## config.mk

```make
export PLATFORM = sky130hd
export DESIGN_NAME = next_key_queue_flat
export DESIGN_NICKNAME = d
export VERILOG_FILES = /design/src/rtl/next_key_queue_if.sv /design/src/rtl/next_key_queue.sv /design/src/flat_wrapper.sv
export SDC_FILE = /design/constraint.sdc
export NUM_CORES = 1
export LEC_CHECK = 0
export CAP_MARGIN = 0
export CELL_PAD_IN_SITES_DETAIL_PLACEMENT = 1
export CELL_PAD_IN_SITES_GLOBAL_PLACEMENT = 2
export CORE_MARGIN = 4
export CORE_UTILIZATION = 46
export DETAILED_ROUTE_END_ITERATION = 12
export HOLD_SLACK_MARGIN = 0.06
export PLACE_DENSITY = 0.83
export RECOVER_POWER = 50
export SYNTH_ARGS = -nofsm -noshare
export SYNTH_HDL_FRONTEND = slang
export SYNTH_SLANG_ARGS = --single-unit
```

## constraint.sdc

```tcl
create_clock -name mon_clk -period 7.6 [get_ports mon_clk]
set_input_delay 0.76 -clock mon_clk [delete_from_list [all_inputs] [get_ports mon_clk]]
set_output_delay 0.76 -clock mon_clk [all_outputs]
set_load 0.05 [all_outputs]
```

## src/rtl/next_key_queue_if.sv

```systemverilog
// Key-event bus between the sound-box keycode source, the event queue and the host consumer.
// kc_valid is a one-cycle strobe qualifying kc_in; the host takes the head entry by asserting ev_pop while ev_valid=1.
interface next_key_queue_if #(
    parameter int AW = 3
);
    logic [15:0] kc_in;
    logic        kc_valid;
    logic [16:0] ev_data;
    logic        ev_valid;
    logic        ev_pop;
    logic [AW:0] count;
    logic        ovf;
    logic        ovf_clr;
    logic        held_valid;
    logic [6:0]  held_key;

    modport master (
        output kc_in, kc_valid, ev_pop, ovf_clr,
        input  ev_data, ev_valid, count, ovf, held_valid, held_key
    );

    modport slave (
        input  kc_in, kc_valid, ev_pop, ovf_clr,
        output ev_data, ev_valid, count, ovf, held_valid, held_key
    );
endinterface

```

## src/rtl/next_key_queue.sv

```systemverilog
// FWFT queue of NeXT keyboard events with typematic auto-repeat of the most recently made key.
// Input events win the single push port; a colliding repeat waits in a one-deep pending flag.
module next_key_queue #(
    parameter int DEPTH        = 8,
    parameter int AW           = 3,
    parameter int REPEAT_DELAY = 2500000,
    parameter int REPEAT_RATE  = 165000,
    parameter int TW           = 22
) (
    input  logic            mon_clk,
    input  logic            reset,
    next_key_queue_if.slave kq
);
    localparam logic [TW-1:0] DLY_LD   = TW'(REPEAT_DELAY - 1);
    localparam logic [TW-1:0] RATE_LD  = TW'(REPEAT_RATE - 1);
    localparam logic [AW:0]   FULL_CNT = (AW + 1)'(DEPTH);

    logic [16:0]   r_mem [DEPTH];
    logic [AW-1:0] r_wr_ptr;
    logic [AW-1:0] r_rd_ptr;
    logic [AW:0]   r_count;
    logic          r_ovf;
    logic          r_held_valid;
    logic [6:0]    r_held_key;
    logic [7:0]    r_rep_mod;
    logic [TW-1:0] r_timer;
    logic          r_pend;

    logic [6:0]    w_key;
    logic          w_make;
    logic          w_brk;
    logic          w_dup;
    logic          w_in_push;
    logic          w_set_held;
    logic          w_clr_held;
    logic          w_rep_req;
    logic          w_rep_push;
    logic          w_push;
    logic [16:0]   w_push_data;
    logic          w_pop;
    logic          w_full;
    logic          w_wr;
    logic          w_drop;

    always_comb begin
        w_key       = kq.kc_in[6:0];
        w_make      = kq.kc_valid & ~kq.kc_in[7];
        w_brk       = kq.kc_valid & kq.kc_in[7];
        w_dup       = w_make & r_held_valid & (r_held_key == w_key);
        w_in_push   = kq.kc_valid & ~w_dup;
        // key 0 is a modifier-only report and never becomes the held key
        w_set_held  = w_make & ~w_dup & (w_key != 7'd0);
        w_clr_held  = w_brk & r_held_valid & (w_key == r_held_key);
        w_rep_req   = r_held_valid & (r_timer == '0) & ~w_set_held & ~w_clr_held;
        w_rep_push  = ~w_in_push & (r_pend | w_rep_req);
        w_push      = w_in_push | w_rep_push;
        w_push_data = w_in_push ? {1'b0, kq.kc_in} : {1'b1, r_rep_mod, 1'b0, r_held_key};
        w_pop       = kq.ev_pop & (r_count != '0);
        w_full      = (r_count == FULL_CNT);
        w_wr        = w_push & (~w_full | w_pop);
        w_drop      = w_push & w_full & ~w_pop;
    end

    always_ff @(posedge mon_clk) begin
        if (w_wr) begin
            r_mem[r_wr_ptr] <= w_push_data;
        end
    end

    always_ff @(posedge mon_clk) begin
        if (reset) begin
            r_wr_ptr     <= '0;
            r_rd_ptr     <= '0;
            r_count      <= '0;
            r_ovf        <= 1'b0;
            r_held_valid <= 1'b0;
            r_held_key   <= '0;
            r_rep_mod    <= '0;
            r_timer      <= '0;
            r_pend       <= 1'b0;
        end else begin
            if (w_wr) begin
                r_wr_ptr <= r_wr_ptr + AW'(1);
            end
            if (w_pop) begin
                r_rd_ptr <= r_rd_ptr + AW'(1);
            end
            r_count <= r_count + (AW + 1)'(w_wr) - (AW + 1)'(w_pop);

            if (w_drop) begin
                r_ovf <= 1'b1;
            end else if (kq.ovf_clr) begin
                r_ovf <= 1'b0;
            end

            if (w_set_held) begin
                r_held_valid <= 1'b1;
                r_held_key   <= w_key;
                r_rep_mod    <= kq.kc_in[15:8];
                r_timer      <= DLY_LD;
            end else begin
                if (w_clr_held) begin
                    r_held_valid <= 1'b0;
                end
                if (r_held_valid) begin
                    r_timer <= (r_timer == '0) ? RATE_LD : r_timer - TW'(1);
                end
            end

            // a deferred repeat belongs to the old held key, so a held-key change drops it
            if (w_set_held | w_clr_held) begin
                r_pend <= 1'b0;
            end else if (w_in_push & (w_rep_req | r_pend)) begin
                r_pend <= 1'b1;
            end else if (w_rep_push) begin
                r_pend <= 1'b0;
            end
        end
    end

    assign kq.ev_data    = (r_count == '0) ? 17'd0 : r_mem[r_rd_ptr];
    assign kq.ev_valid   = (r_count != '0);
    assign kq.count      = r_count;
    assign kq.ovf        = r_ovf;
    assign kq.held_valid = r_held_valid;
    assign kq.held_key   = r_held_key;
endmodule

```

## src/flat_wrapper.sv

```systemverilog
// flat-port wrapper written by rule: the top's interface ports become plain ports
module next_key_queue_flat 
#(
    parameter int DEPTH        = 8,
    parameter int AW           = 3,
    parameter int REPEAT_DELAY = 2500000,
    parameter int REPEAT_RATE  = 165000,
    parameter int TW           = 22
)
  (mon_clk, reset, kq_kc_in, kq_kc_valid, kq_ev_pop, kq_ovf_clr, kq_ev_data, kq_ev_valid, kq_count, kq_ovf, kq_held_valid, kq_held_key);
  next_key_queue_if #(.AW(AW)) kq_i ();
  input  logic mon_clk;
  input  logic reset;
  input wire logic [$bits(kq_i.kc_in)-1:0] kq_kc_in;
  input wire logic [$bits(kq_i.kc_valid)-1:0] kq_kc_valid;
  input wire logic [$bits(kq_i.ev_pop)-1:0] kq_ev_pop;
  input wire logic [$bits(kq_i.ovf_clr)-1:0] kq_ovf_clr;
  output wire logic [$bits(kq_i.ev_data)-1:0] kq_ev_data;
  output wire logic [$bits(kq_i.ev_valid)-1:0] kq_ev_valid;
  output wire logic [$bits(kq_i.count)-1:0] kq_count;
  output wire logic [$bits(kq_i.ovf)-1:0] kq_ovf;
  output wire logic [$bits(kq_i.held_valid)-1:0] kq_held_valid;
  output wire logic [$bits(kq_i.held_key)-1:0] kq_held_key;
  assign kq_i.kc_in = kq_kc_in;
  assign kq_i.kc_valid = kq_kc_valid;
  assign kq_i.ev_pop = kq_ev_pop;
  assign kq_i.ovf_clr = kq_ovf_clr;
  assign kq_ev_data = kq_i.ev_data;
  assign kq_ev_valid = kq_i.ev_valid;
  assign kq_count = kq_i.count;
  assign kq_ovf = kq_i.ovf;
  assign kq_held_valid = kq_i.held_valid;
  assign kq_held_key = kq_i.held_key;
  next_key_queue #(.DEPTH(DEPTH), .AW(AW), .REPEAT_DELAY(REPEAT_DELAY), .REPEAT_RATE(REPEAT_RATE), .TW(TW)) u_core (.mon_clk(mon_clk), .reset(reset), .kq(kq_i));
endmodule
```

# Word-level counts from Yosys, hierarchy flattened
# Memory sizes are Yosys's and may differ from the RTL's. A register that Yosys moved wholly into a read port is not among the register bits.
# Cells that the tools add are included.
classes:
  mux: 15
  n_bitwise: 29
  n_eq_ne: 3
  div_mod_pow: 0
  addsub: 5
  n_lt_le_gt_ge: 0
  reduce_logical: 10
  n_mul: 0
  shifts: 0
op_table:
  columns: ["op", "count"]
  rows:
  - ["22-bit two-way mux", 3]
  - ["17-bit two-way mux", 2]
  - ["22-bit zero test", 1]
  - ["22-bit by 1-bit subtractor with 22-bit output, second input constant", 1]
  - ["1-bit bitwise AND", 18]
  - ["7-bit == test", 2]
  - ["1-bit two-way mux", 8]
  - ["2-bit nonzero test", 4]
  - ["1-bit NOT", 7]
  - ["7-bit nonzero test", 1]
  - ["3-bit by 1-bit adder with 3-bit output, second input constant", 2]
  - ["3-bit two-way mux", 2]
  - ["4-bit by 1-bit adder with 4-bit output", 1]
  - ["4-bit == test, second input constant", 1]
  - ["4-bit zero test", 1]
  - ["1-bit OR", 4]
  - ["4-bit nonzero test", 1]
  - ["2-bit OR reduction", 2]
  - ["4-bit by 1-bit subtractor with 4-bit output", 1]
totals:
  register_bits: 50
  ram_bits: 136
  latch_bits: 0
  input_bits: 21
  mem_count: 1
  elab_cells: 73
  mem_bits_ro: 0
  output_inout_bits: 31
memory_table:
  columns: ["name", "depth", "width", "rd", "rd_clocked_by_memory_dff", "wr", "line_no", "text"]
  rows:
  - ["u_core.r_mem", 8, 17, 1, 1, 1, "next_key_queue.sv:18", "logic [16:0] r_mem [DEPTH];"]

# Longest topological paths before layout
# Gate-level depths: netlist of the first run.
depth:
  depth_word: 16
  ltp_mapped: 14
  depth_no_buf: 13

# Least setup slack after synthesis of the first run
# Ideal clock, no wire load.
synth_path:
  path_type: "input to register"
  start: "input kq_kc_in[2]"
  end: "memory u_core.r_mem[7][0] (enable)"
  n_path_buf: 1
  setup_time_ns: 0.441
  t_arrival_ns: 3.966
  cell_stages: 6
  slack_ns: 3.193
  required_ns: 7.159
  path_cell_list: "xnor2_2 > nand4_4 > o41a_1 > buf_6 > o311a_4 > nor4b_1"
synth_between:
  elab_chain_cells: 14
  elab_cells_between_ends: 20
  cone_classes: "eq/ne: 2; mux: 2; bitwise: 15; reduce/logical: 1"
synth_rtl:
  columns: ["element", "line_no", "text"]
  rows:
  - ["start, declared", "flat_wrapper.sv:14", "input wire logic [$bits(kq_i.kc_in)-1:0] kq_kc_in;"]
  - ["7-bit == test", "next_key_queue.sv:49, next_key_queue.sv:53", null]
  - ["1-bit bitwise AND", "next_key_queue.sv:49", "w_dup = w_make & r_held_valid & (r_held_key == w_key);"]
  - ["1-bit NOT", "next_key_queue.sv:50, next_key_queue.sv:52", null]
  - ["1-bit bitwise AND (2 in series)", "next_key_queue.sv:52", "w_set_held = w_make & ~w_dup & (w_key != 7'd0);"]
  - ["1-bit NOT", "next_key_queue.sv:54", "w_rep_req = r_held_valid & (r_timer == '0) & ~w_set_held & ~w_clr_held;"]
  - ["1-bit bitwise AND (2 in series)", "next_key_queue.sv:54", null]
  - ["1-bit OR", "next_key_queue.sv:55", "w_rep_push = ~w_in_push & (r_pend | w_rep_req);"]
  - ["1-bit bitwise AND", "next_key_queue.sv:55", null]
  - ["1-bit OR *", "next_key_queue.sv:56", "w_push = w_in_push | w_rep_push;"]
  - ["1-bit bitwise AND *", "next_key_queue.sv:60", "w_wr = w_push & (~w_full | w_pop);"]
  - ["1-bit two-way mux *", "next_key_queue.sv:65", "if (w_wr) begin"]
  - ["1-bit two-way mux (not written as such) *", "next_key_queue.sv:66", "r_mem[r_wr_ptr] <= w_push_data;"]
  - ["end, declared", "next_key_queue.sv:18", null]
# Every way passes the cells marked *; elsewhere a longest branch is shown, timed or not.

# Worst setup path after layout of the first run
layout_path:
  start: "input kq_kc_in[6]"
  end: "memory u_core.r_mem[4][4] (enable)"
# The elaborated chain is that of the path after synthesis.

==> metrics.yaml, run 1 <==
maxCapViolCount: 0
placedCellCount: 805
nNetsFinal: 631
swShare_pct: 33.0
power_w: 0.00310
grt_max_degree: 46
die_area_sq_mm: 0.0197
timing.rr.start: "u_core.r_timer[8]"
final_cell_mix: "136 x edfxtp_1, 69 x nor2_1, 52 x dfxtp_1, 35 x clkdlybuf4s50_1"
setup_tns_ns: 0
worst_slew_pin_slew_ns: 1.46
vias_per_cell: 5.56
start_kind: "input port"
num_antenna_cells: 0
htree_levels: 4
startpoint: "kq_kc_in[6]"
clock-sinks: 189
post-place-ws_ns: 3.41
clkPwrFrac_pct: 29.0
hold_viol: 0
drc: 0
ir_worst_vdd_mv: 0.207
first_pass_iters: 5
instances_no_fill: 837
cts_buffer_depth: 2
ys_ff_latch: 189
synth-seq-area-share_pct: 63.8
status: "finished, final reports clean"
yosys_warnings: 0
drive_above_1_share_pct: 14.4
crit_path_end: "u_core.r_mem[4][4]"
worstSetupEndpointType: "register"
r2r_slack_ns: 4.15
cpMaxStageDelayCell: "and3_1"
async_flop_share_pct: 0
fin_crit_ns: 3.98
wl_per_cell_microns: 21.6
pwr-share-seq_pct: 39.7
grt_overflow: 0
p_leak_nw: 3.18
coreArea_sq_mm: 0.0172
grt_pass1_wl_mm: 29.0
p_comb_share_pct: 31.4
row_count: 48
worstSetupPathType: "in -> reg"
cts_buffers: 17
fin_skew_ns: 0.00989
power.density_mw_per_mm2: 330
fp.dieH_microns: 140
cts_tree: "yes"
drt_iter0_drc: 294
cts_resized: 0
ant_nets: 0
required_ns: 7.65
vias: 4650
cts_root_buffer: "clkbuf_16"
final_common_cell: "edfxtp_1"
r2r-end: "u_core.r_mem[4][4]"
die_w_microns: 140
ios: 52
hp-class: "reg -> reg"
rsz0062_at_grt: "false"
clkTransAtPathRegs_ns: 0.07
globalplace.congestion: 0.789
dpl.hpwl_mm: 11.9
port-buffer-count: 51
r2r_cells: 6
postSynthAreaPerCell_sq_um: 14.8
maxSlewViolCount: 0
grt_pass1_vias: 5178
maxSlewHeadroom_pct: 2.48
setup_slack_ns: 3.62
synth-main-ff-cell: "edfxtp_1"
yosysUniqueCellTypes: 51
syn2layout_area_growth_pct: 16.4
synthCells: 544
p_switching_w: 0.00102
cts_hold_buf: 0
fmax_ghz: 0.252
crit_chain: "dlygate4sd3_1 -> xnor2_2 -> nand4_1 -> o41a_1 -> o311a_1 -> nor2_4 -> and3_1"
critPathMaxStageDelay_ns: 0.88
grt_antenna_before_repair: 0
cts_setup_buffers: 0
grt_use_total_pct: 19.3
syn_nets: 576
insertion_delay_ns: 0.43
syn_area_sq_mm: 0.00807
setup_viol: 0
p_int_w: 0.00208
wl_mm: 18.1
crit_arrival_ns: 4.02
synth_edf_count: 136
cp_max_fo: 17
min_period_over_period_pct: 52.3
initial_utilization_pct: 46.8
metal layers:
layer | track usage [%] | share of wire, % | vias up
met5 | 0 | 0 | -
met4 | 6.22 | 1.3 | 0
met1 | 23.5 | 41 | 2357
met2 | 34.8 | 53 | 117
met3 | 3.38 | 5.2 | 17
li1 | - | - | 2159
power groups by stage:
| stage | Sequential, W | Combinational (W) | Clock [W] |
|---|---|---|---|
| after floorplan | 0.00128 | 0.000669 | 0 |
| after global placement | 0.00125 | 0.000972 | 0 |
| after detailed placement | 0.00125 | 0.000993 | 0 |
| after CTS | 0.00123 | 0.000999 | 0.000920 |
| after global routing | 0.00124 | 0.00105 | 0.000975 |
| final | 0.00123 | 0.000973 | 0.000898 |
metrics by stage:
stage / hold slack, ns / utilization (%) / cell area, sq um
final: 0.497 / 54.5 / 9390
after global routing: 0.533 / 54.5 / 9390
after CTS: 0.507 / 54.8 / 9450
after detailed placement: 0.484 / 51.4 / 8850
after global placement: 0.464 / 51.4 / 8850
after floorplan: 0.454 / - / 8070
cells by family (layout without fill, tap and decap cells):
family | count (synthesis) | count (layout) | share of synthesized area (%)
flops | 189 | 189 | 63.8
simple gates | 153 | 153 | 9.87
mux | 85 | 85 | 16.1
compound gates | 44 | 44 | 3.74
buf+inv | 41 | 109 | 2.06
xor+xnor | 21 | 21 | 2.65
fa+ha+maj | 11 | 11 | 1.80
how the worst min path moves through the flow:
stage | start | end | slack, ns | depth (start not counted)
floorplan | u_core.r_rd_ptr[1] | register | 0.45 | 2
global placement | u_core.r_rd_ptr[1] | register | 0.46 | 2
detailed placement | u_core.r_rd_ptr[1] | register | 0.48 | 2
CTS | u_core.r_rd_ptr[1] | u_core.r_rd_ptr[1] | 0.51 | 2
global route | u_core.r_rep_mod[7] | u_core.r_rep_mod[7] | 0.53 | 2
finish | u_core.r_rd_ptr[1] | u_core.r_rd_ptr[1] | 0.50 | 2
synth_stat cells (all sizes together) (6+ instances only):
cell | number | share of area [%]
mux4 | 34 | 9.5
edfxtp | 136 | 51
a21oi | 18 | 1.1
mux2i | 34 | 4.2
dfxtp | 53 | 13
nor4 | 15 | 1.2
xnor2 | 12 | 1.7
nand2b | 8 | 0.62
clkbuf | 17 | 0.79
ha | 10 | 1.6
nand3 | 6 | 0.37
nand2 | 15 | 0.70
mux2 | 17 | 2.4
o21ai | 9 | 0.56
buf | 9 | 0.57
nor2b | 6 | 0.47
nor2 | 70 | 3.4
inv | 15 | 0.70
xor2 | 9 | 0.98
critical path, delay by kind of cell:
kind / cells / cell delay, ns
simple gates: 3 / 1.34
buf+inv: 1 / 0.70
compound gates: 2 / 1.05
xor+xnor: 1 / 0.14
cell type report:
class | count | area [sq um]
tap | 225 | 282
inverter | 15 | 56.3
fill | 1658 | 7850
multi-input combinational | 314 | 2730
timing repair buffer | 62 | 577
sequential | 189 | 5150
clock inverter | 12 | 163
clock buffer | 20 | 437
flip-flops by register name, indices dropped and copies added, names as in the netlist, named ones only:
register,flops
u_core.r_mem,136
u_core.r_rep_mod,8
u_core.kq.count,4
u_core.r_timer,22
u_core.kq.held_key,7
u_core.r_rd_ptr,3
u_core.kq.ovf,1
u_core.r_pend,1
u_core.r_wr_ptr,3
u_core.kq.held_valid,1
Note: power is estimated with default switching activity, not from simulation.
==> run 2, diff against run 1 <==
CORE_UTILIZATION = 39   (was 46)
PLACE_DENSITY = 0.75   (was 0.83)
clock period = 3.5 ns   (was 7.6 ns; I/O delays follow)
==> run 2 against run 1 <==
Compared with the run above: the run now ends with capacitance limit, slew limit left; cell area is 1.8% higher; via count rose by 1.0%; sequential power is 120% higher; non-clock buffer count rose by 11; largest power group unchanged.
==> metrics.yaml, run 2 (synthesized netlist as in run 1, its figures left out) <==
wl_met1_mm: 8.36
post-place-ws_ns: 0.151
r2r_cells: 5
min_path_cells: 2
cts_setup_buffers: 0
setup_slack_ns: 0.202
fin_crit_ns: 3.30
cts_resized: 0
drive_above_1_share_pct: 16.5
multiInputGateArea_sq_mm: 0.00277
failed_checks: "capacitance limit, slew limit"
clkTransAtPathRegs_ns: 0.07
final_common_cell: "edfxtp_1"
fp.dieH_microns: 152
p_leak_nw: 3.23
power_w: 0.00665
fmax_ghz: 0.303
maxCapViolCount: 2
placedCellCount: 861
rsz0062_at_grt: "false"
cts_buffers: 17
timing.rr.start: "u_core.kq.held_key[4]"
die_w_microns: 152
vias: 4698
crit_arrival_ns: 3.43
ant_nets: 0
maxSlewViolCount: 41
swShare_pct: 34.2
initial_utilization_pct: 39.7
nNetsFinal: 642
seq_area_sq_mm: 0.00515
cts_hold_buf: 0
p_int_w: 0.00438
drt_iter0_drc: 234
worstSetupEndpointType: "register"
r2r-end: "u_core.r_mem[6][3]"
instances_no_fill: 893
final_cell_mix: "136 x edfxtp_1, 69 x nor2_1, 52 x dfxtp_1, 36 x clkdlybuf4s50_1"
ir_worst_vdd_mv: 0.338
first_pass_iters: 4
status: "finished, violations left"
clock-sinks: 189
worstSetupPathType: "in -> reg"
grt_pass1_wl_mm: 30.4
htree_levels: 4
worst_slew_pin_slew_ns: 1.56
met3_length_microns: 576
routed.top_layer: "met4"
wl_met2_mm: 9.66
grt_antenna_before_repair: 0
cts_tree: "yes"
dpl.hpwl_mm: 12.3
hold_end: "u_core.kq.held_key[4]"
port-buffer-count: 51
vias_per_cell: 5.26
p_comb_share_pct: 32.5
grt_overflow: 0
cts_buffer_depth: 2
power.density_mw_per_mm2: 696
r2r_slack_ns: 0.24
syn2layout_area_growth_pct: 18.5
insertion_delay_ns: 0.43
clkPwrFrac_pct: 27.4
die_area_sq_mm: 0.0230
start_kind: "input port"
fin_skew_ns: 0.00827
globalplace.congestion: 0.792
cts_root_buffer: "clkbuf_16"
num_antenna_cells: 0
maxSlewHeadroom_pct: -3.96
wl_per_cell_microns: 21.1
setup_viol: 0
coreArea_sq_mm: 0.0203
min_period_over_period_pct: 94.2
pwr-share-seq_pct: 40.1
holdCritStartpoint: "reset"
cp_max_fo: 23
hp-class: "in -> reg"
drc: 0
row_count: 52
grt_use_total_pct: 17.0
nFillCells: 2049
wl_mm: 18.9
largest_register_ffs: 136
largest_register: "u_core.r_mem"
p_switching_w: 0.00227
ios: 52
required_ns: 3.63
hold_ws_ns: 0.471
hold_viol: 0
grt_max_degree: 35
grt_pass1_vias: 5151
top_regs: "u_core.r_mem (136), u_core.r_timer (22), u_core.r_rep_mod (8)"
[run 2: worst max-delay path by stage]
stage / slack, ns / from / cells past startpoint / to
2_1_floorplan: -0.70 / u_core.kq.held_key[2] / 6 / u_core.r_mem[3][0]
3_3_place_gp: 0.19 / kq_kc_in[6] / 11 / u_core.kq.count[2]
3_5_place_dp: 0.15 / kq_kc_in[6] / 11 / u_core.kq.count[2]
4_1_cts: 0.34 / register / 5 / kq_ev_data[5]
5_1_grt: 0.11 / kq_kc_in[4] / 6 / u_core.r_mem[7][3]
6_report: 0.20 / kq_kc_in[4] / 6 / u_core.r_mem[6][3]
[run 2: stage by stage]
stage          TNS (ns)  utilization [%]  instance area [sq um]
3_5_place_dp          0             44.6                   9040
4_1_cts               0             47.3                   9600
2_1_floorplan    -24.22                -                   8080
6_report              0             47.1                   9560
3_3_place_gp          0             44.6                   9040
5_1_grt               0             47.1                   9560
[run 2: power groups by stage]
stage / Clock (W) / Sequential [W] / Combinational (W)
final: 0.00182 / 0.00267 / 0.00216
after global routing: 0.00198 / 0.00269 / 0.00233
after CTS: 0.00188 / 0.00267 / 0.00222
after detailed placement: 0 / 0.00272 / 0.00221
after global placement: 0 / 0.00271 / 0.00217
after floorplan: 0 / 0.00277 / 0.00146
[run 2: worst max-delay path, stage by stage]
cell and delay (ns):
clkdlybuf4s50_1 0.52, xnor2_1 0.30, nand4_4 0.18, o41ai_4 0.39, clkbuf_1 1.16, mux2_1 0.52
[run 2: cell type report]
cell class | instances | area share, %
tap | 270 | 3.53
sequential | 189 | 53.8
clock buffer | 20 | 4.78
timing repair buffer | 73 | 7.25
multi-input combinational | 314 | 29.0
clock inverter | 12 | 1.03
inverter | 15 | 0.589
[run 2: routing by layer]
| metal | vias to the layer above | track usage (%) |
|---|---|---|
| met5 | - | 0 |
| met4 | 0 | 5.44 |
| met3 | 18 | 3.13 |
| met2 | 65 | 28.6 |
| met1 | 2431 | 22.4 |
| li1 | 2184 | - |
